[config.mk]
export PLATFORM = sky130hd
export DESIGN_NAME = matrix_rx_loader
export DESIGN_NICKNAME = d
export VERILOG_FILES = /design/src/rtl/matmul_pkg.sv /design/src/rtl/matrix_rx_loader.sv
export SDC_FILE = /design/constraint.sdc
export NUM_CORES = 1
export LEC_CHECK = 0
export BUFFER_PORTS_ARGS = -buffer_cell sky130_fd_sc_hd__buf_2
export CAP_MARGIN = 30
export CORE_MARGIN = 4
export CORE_UTILIZATION = 27
export CTS_CLUSTER_DIAMETER = 50
export CTS_CLUSTER_SIZE = 30
export DETAILED_ROUTE_END_ITERATION = 12
export PLACE_DENSITY = 0.55
export SYNTH_ARGS = -nofsm -noshare
export SYNTH_HDL_FRONTEND = slang
export SYNTH_SLANG_ARGS = --single-unit
[constraint.sdc]
create_clock -name clk -period 5.8 [get_ports clk]
set_input_delay 0.58 -clock clk [delete_from_list [all_inputs] [get_ports clk]]
set_output_delay 0.58 -clock clk [all_outputs]
set_load 0.005 [all_outputs]
[src/rtl/matmul_pkg.sv]
// Shared types and constants for the UART matrix multiplier.
// State codes, operand geometry and default inter-byte timeout.
package matmul_pkg;

  localparam int DATA_W = 8;
  localparam int MAX_N  = 3;
  localparam int ADDR_W = 4;

  // 20 ms of silence at 100 MHz, several byte times at slow baud rates
  localparam int TIMEOUT_CYCLES = 2000000;

  localparam logic [2:0] IDLE      = 3'd0;
  localparam logic [2:0] LOAD_A    = 3'd1;
  localparam logic [2:0] LOAD_B    = 3'd2;
  localparam logic [2:0] START     = 3'd3;
  localparam logic [2:0] WAIT_MULT = 3'd4;

endpackage

[src/rtl/matrix_rx_loader.sv]
// Frame loader: size header, then A and B row-major into operand buffers.
// Optional inter-byte timeout abort when TIMEOUT_EN is defined.
module matrix_rx_loader
  import matmul_pkg::*;
#(
  parameter int DATA_W         = matmul_pkg::DATA_W,
  parameter int MAX_N          = matmul_pkg::MAX_N,
  parameter int ADDR_W         = matmul_pkg::ADDR_W,
  parameter int TIMEOUT_CYCLES = matmul_pkg::TIMEOUT_CYCLES
) (
  input  logic              clk,
  input  logic              rst,
  input  logic [DATA_W-1:0] rx_data,
  input  logic              rx_valid,
  output logic              mem_we_a,
  output logic              mem_we_b,
  output logic [ADDR_W-1:0] mem_addr,
  output logic [DATA_W-1:0] mem_wdata,
  output logic [1:0]        mat_n,
  output logic              mult_start,
  input  logic              mult_done,
  output logic              busy,
  output logic              size_err
);

  logic [2:0]        state;
  logic [1:0]        row;
  logic [1:0]        col;
  logic [1:0]        n_m1;
  logic              last_col;
  logic              last_row;
  logic              hdr_ok;
  logic              loading;
  logic              timeout;
  logic [ADDR_W-1:0] addr_nxt;

  assign n_m1     = mat_n - 2'd1;
  assign last_col = (col == n_m1);
  assign last_row = (row == n_m1);
  assign loading  = (state == LOAD_A) || (state == LOAD_B);
  assign busy     = (state != IDLE);
  assign hdr_ok   = (rx_data != '0) &&
                    (rx_data <= DATA_W'(MAX_N));
  assign addr_nxt = ADDR_W'(row) * ADDR_W'(MAX_N)
                  + ADDR_W'(col);

`ifdef TIMEOUT_EN
  logic [31:0] idle_cnt;

  assign timeout = loading && !rx_valid &&
                   (idle_cnt == 32'(TIMEOUT_CYCLES - 1));

  always_ff @(posedge clk or negedge rst) begin
    if (!rst) begin
      idle_cnt <= '0;
    end else if (!loading || rx_valid) begin
      idle_cnt <= '0;
    end else begin
      idle_cnt <= idle_cnt + 32'd1;
    end
  end
`else
  logic [31:0] unused_timeout_cfg;

  assign unused_timeout_cfg = 32'(TIMEOUT_CYCLES);
  assign timeout            = 1'b0;
`endif

  always_ff @(posedge clk or negedge rst) begin
    if (!rst) begin
      state      <= IDLE;
      row        <= '0;
      col        <= '0;
      mat_n      <= '0;
      size_err   <= 1'b0;
      mem_we_a   <= 1'b0;
      mem_we_b   <= 1'b0;
      mem_addr   <= '0;
      mem_wdata  <= '0;
      mult_start <= 1'b0;
    end else begin
      mem_we_a   <= 1'b0;
      mem_we_b   <= 1'b0;
      mult_start <= 1'b0;
      case (state)
        IDLE: begin
          if (rx_valid) begin
            if (hdr_ok) begin
              mat_n    <= rx_data[1:0];
              size_err <= 1'b0;
              row      <= '0;
              col      <= '0;
              state    <= LOAD_A;
            end else begin
              size_err <= 1'b1;
            end
          end
        end
        LOAD_A, LOAD_B: begin
          if (timeout) begin
            size_err <= 1'b1;
            row      <= '0;
            col      <= '0;
            state    <= IDLE;
          end else if (rx_valid) begin
            mem_we_a  <= (state == LOAD_A);
            mem_we_b  <= (state == LOAD_B);
            mem_addr  <= addr_nxt;
            mem_wdata <= rx_data;
            if (last_col) begin
              col <= '0;
              if (last_row) begin
                row   <= '0;
                state <= (state == LOAD_A) ? LOAD_B : START;
              end else begin
                row <= row + 2'd1;
              end
            end else begin
              col <= col + 2'd1;
            end
          end
        end
        START: begin
          mult_start <= 1'b1;
          state      <= WAIT_MULT;
        end
        WAIT_MULT: begin
          // a byte arriving with mult_done is dropped, not parsed
          if (mult_done) begin
            state <= IDLE;
          end
        end
        default: begin
          state <= IDLE;
        end
      endcase
    end
  end

endmodule

==> impl_metrics.tcl <==
set metrics [dict create \
    status "completed" \
    drt_iter0_drc 30 \
    syn_inst 108 \
    die_x_um 76.4 \
    grt_max_degree 26 \
    post_cts_resized 0 \
    dp_hpwl_mm 2.04 \
    holdBufCountCts 0 \
    root_buffer "clkbuf_8" \
    fin_nets 154 \
    core.rowCount 24 \
    drt-total-wl_mm 2.64 \
    die_height_um 76.4 \
    clkTransAtPathRegs_ns 0.09 \
    critPathMaxFanout 8 \
    synth_nets 125 \
    vdd_drop_max_mv 0.159 \
    slew_viol_final 0 \
    grt-ovfl-total 0 \
    start_kind "register" \
    finClkSkew_ns 0.00388 \
    cp_common_cell "fa_1" \
    place_congestion 0.751 \
    tightest_slew_ns 0.701 \
    cp_slowest_cell "dfrtp_1" \
    start_util 0.285 \
    ys_ff_latch 25 \
    slew-limit-headroom 0.533 \
    cts_sinks 25 \
    leakage_nw 0.739 \
    cp-end-kind "register" \
    vias_per_cell 4.83 \
    crit_arrival_ns 2.09 \
    dr.pass1.iters 4 \
    min_period_ns 1.90 \
    grt_first_pass_wirelength_mm 4.66 \
    hold_viol 0 \
    cts_tree "yes" \
    insertion_delay_ns 0.26 \
    numCtsBuffers 3 \
    cp_num_buf_inv 1 \
    drv_cap 0 \
    crit_required_ns 5.99 \
    port_buffers 30 \
    seq_area_frac_synth 0.495 \
    clk_path_buf_depth 2 \
    fin_tns_setup_ns 0 \
    ios 31 \
    ys_warn_count 0 \
    critPathTopFamily "adder cells" \
    grt_pass1_vias 978 \
    antenna_found_initial 0 \
    powerDensity_nw_per_um2 439 \
    synth.distinct_cells 38 \
    via_count 908 \
    htree_levels 1 \
    diodes 0 \
    final_common_cell "buf_2" \
    finalPower_mw 0.659 \
    reg2reg_slack_ns 3.90 \
    layout-drive-gt1-share 0.368 \
    hp-class "in2async" \
    whs_ns 0.305 \
    cp.depth 5 \
    synth_area_um2 1260 \
    cts_setup_buffers 0 \
    wl_per_cell_um 14.0 \
    setup_viol 0 \
    r2r_cells 5 \
    clock.fmax_mhz 525 \
    areaGrowthSynthToFinish_pct 18.5 \
    path_class "reg2reg" \
    drc 0 \
    gr-usage-all-layers 0.0982 \
    max_stage_delay_ns 0.54 \
    die-area_um2 5840 \
    rsz0062_at_grt "no" \
    synth.avg_cell_area_um2 11.7 \
    core-area_um2 4440 \
    crit_chain "fa_1, ha_1, inv_1, fa_1, o21ai_0" \
    mostFrequentLayoutCells "buf_2 (30), dfrtp_1 (25), mux2_2 (12), nor2_1 (6), inv_1 (6)" \
    ant_nets 0 \
    final.period_utilization 0.328 \
]
==> path summary, 6_finish.rpt <==
kind | startpoint | to
hold / removal | rst | mem_we_a
min in group clk | mem_addr[3] | mem_addr[3]
max in group asynchronous | rst | mat_n[1]
hold reg to reg | mem_addr[3] | mem_addr[3]
setup / recovery | col[1] | mem_addr[2]
setup reg to reg | col[1] | mem_addr[2]
==> logic make-up after synthesis <==
kind of cell | after synthesis | share of synthesized area
AOI/OAI and AO/OA | 17 | 0.109
xor gates and xnor gates | 3 | 0.0208
adders and majority gates | 5 | 0.0613
buffers and inverters | 12 | 0.0396
DFF | 25 | 0.495
muxes | 15 | 0.131
and+or+nand+nor | 31 | 0.144
==> per-stage QoR <==
step	setup WS [ns]	instance area, um^2	util	std cells
3_5_place_dp	3.77	1450	0.327	184
3_3_place_gp	3.81	1450	0.327	184
6_report	3.90	1500	0.337	188
2_1_floorplan	3.99	1260	-	108
4_1_cts	3.89	1500	0.337	188
5_1_grt	3.83	1500	0.337	188
==> area by class of cell <==
class	count	area [um^2]
tap	52	65.1
sequential	25	626
clock buffer	3	41.3
fill	453	2950
timing repair buffer	30	150
clock inverter	1	5.00
inverter	6	22.5
multi-input combinational	71	589
==> Yosys cell counts <==
cell type	count	share of area
dfrtp_1	25	0.49
mux2_2	12	0.11
inv_1	6	0.018
nor2_1	6	0.018
nand2b_1	5	0.025
buf_2	4	0.016
nand2_1	4	0.012
ha_1	3	0.030
mux2i_1	3	0.024
nand3_1	3	0.012
o21ai_0	3	0.012
a21o_1	2	0.012
and3_1	2	0.0099
clkbuf_1	2	0.0059
fa_1	2	0.032
nor2b_1	2	0.0099
o2111a_1	2	0.018
xnor2_1	2	0.014
a21oi_1	1	0.0040
a2bb2oi_1	1	0.0069
a31oi_1	1	0.0049
and3b_1	1	0.0069
nand3b_1	1	0.0059
nor3_1	1	0.0040
nor3b_1	1	0.0059
nor4_1	1	0.0049
nor4b_2	1	0.012
o2111ai_2	1	0.012
o21a_1	1	0.0059
o21bai_1	1	0.0059
o22ai_1	1	0.0049
o311ai_0	1	0.0069
o31ai_1	1	0.0059
o31ai_2	1	0.0099
or3_1	1	0.0049
or4_1	1	0.0059
or4b_2	1	0.0079
xor2_1	1	0.0069
==> flip-flops by register name, indices dropped and copies added (netlist names) <==
register	flops
mat_n	2
col	2
size_err	1
row	2
mult_start	1
state	3
mem_we_a	1
mem_wdata	8
mem_we_b	1
mem_addr	4
==> power by group <==
group	internal [mW]	switching, mW
combinational	0.141	0.117
sequential	0.236	0.0618
clock	0.0480	0.0540
total	0.425	0.233
==> metal layers <==
metal  global-route usage  wire length, um  share of wire
met4               0.0489               53          0.020
met3               0.0189              149          0.056
met1                0.119             1170           0.44
met5                    0                0              0
met2                0.165             1270           0.48
Power figures use the tool's default switching activity.
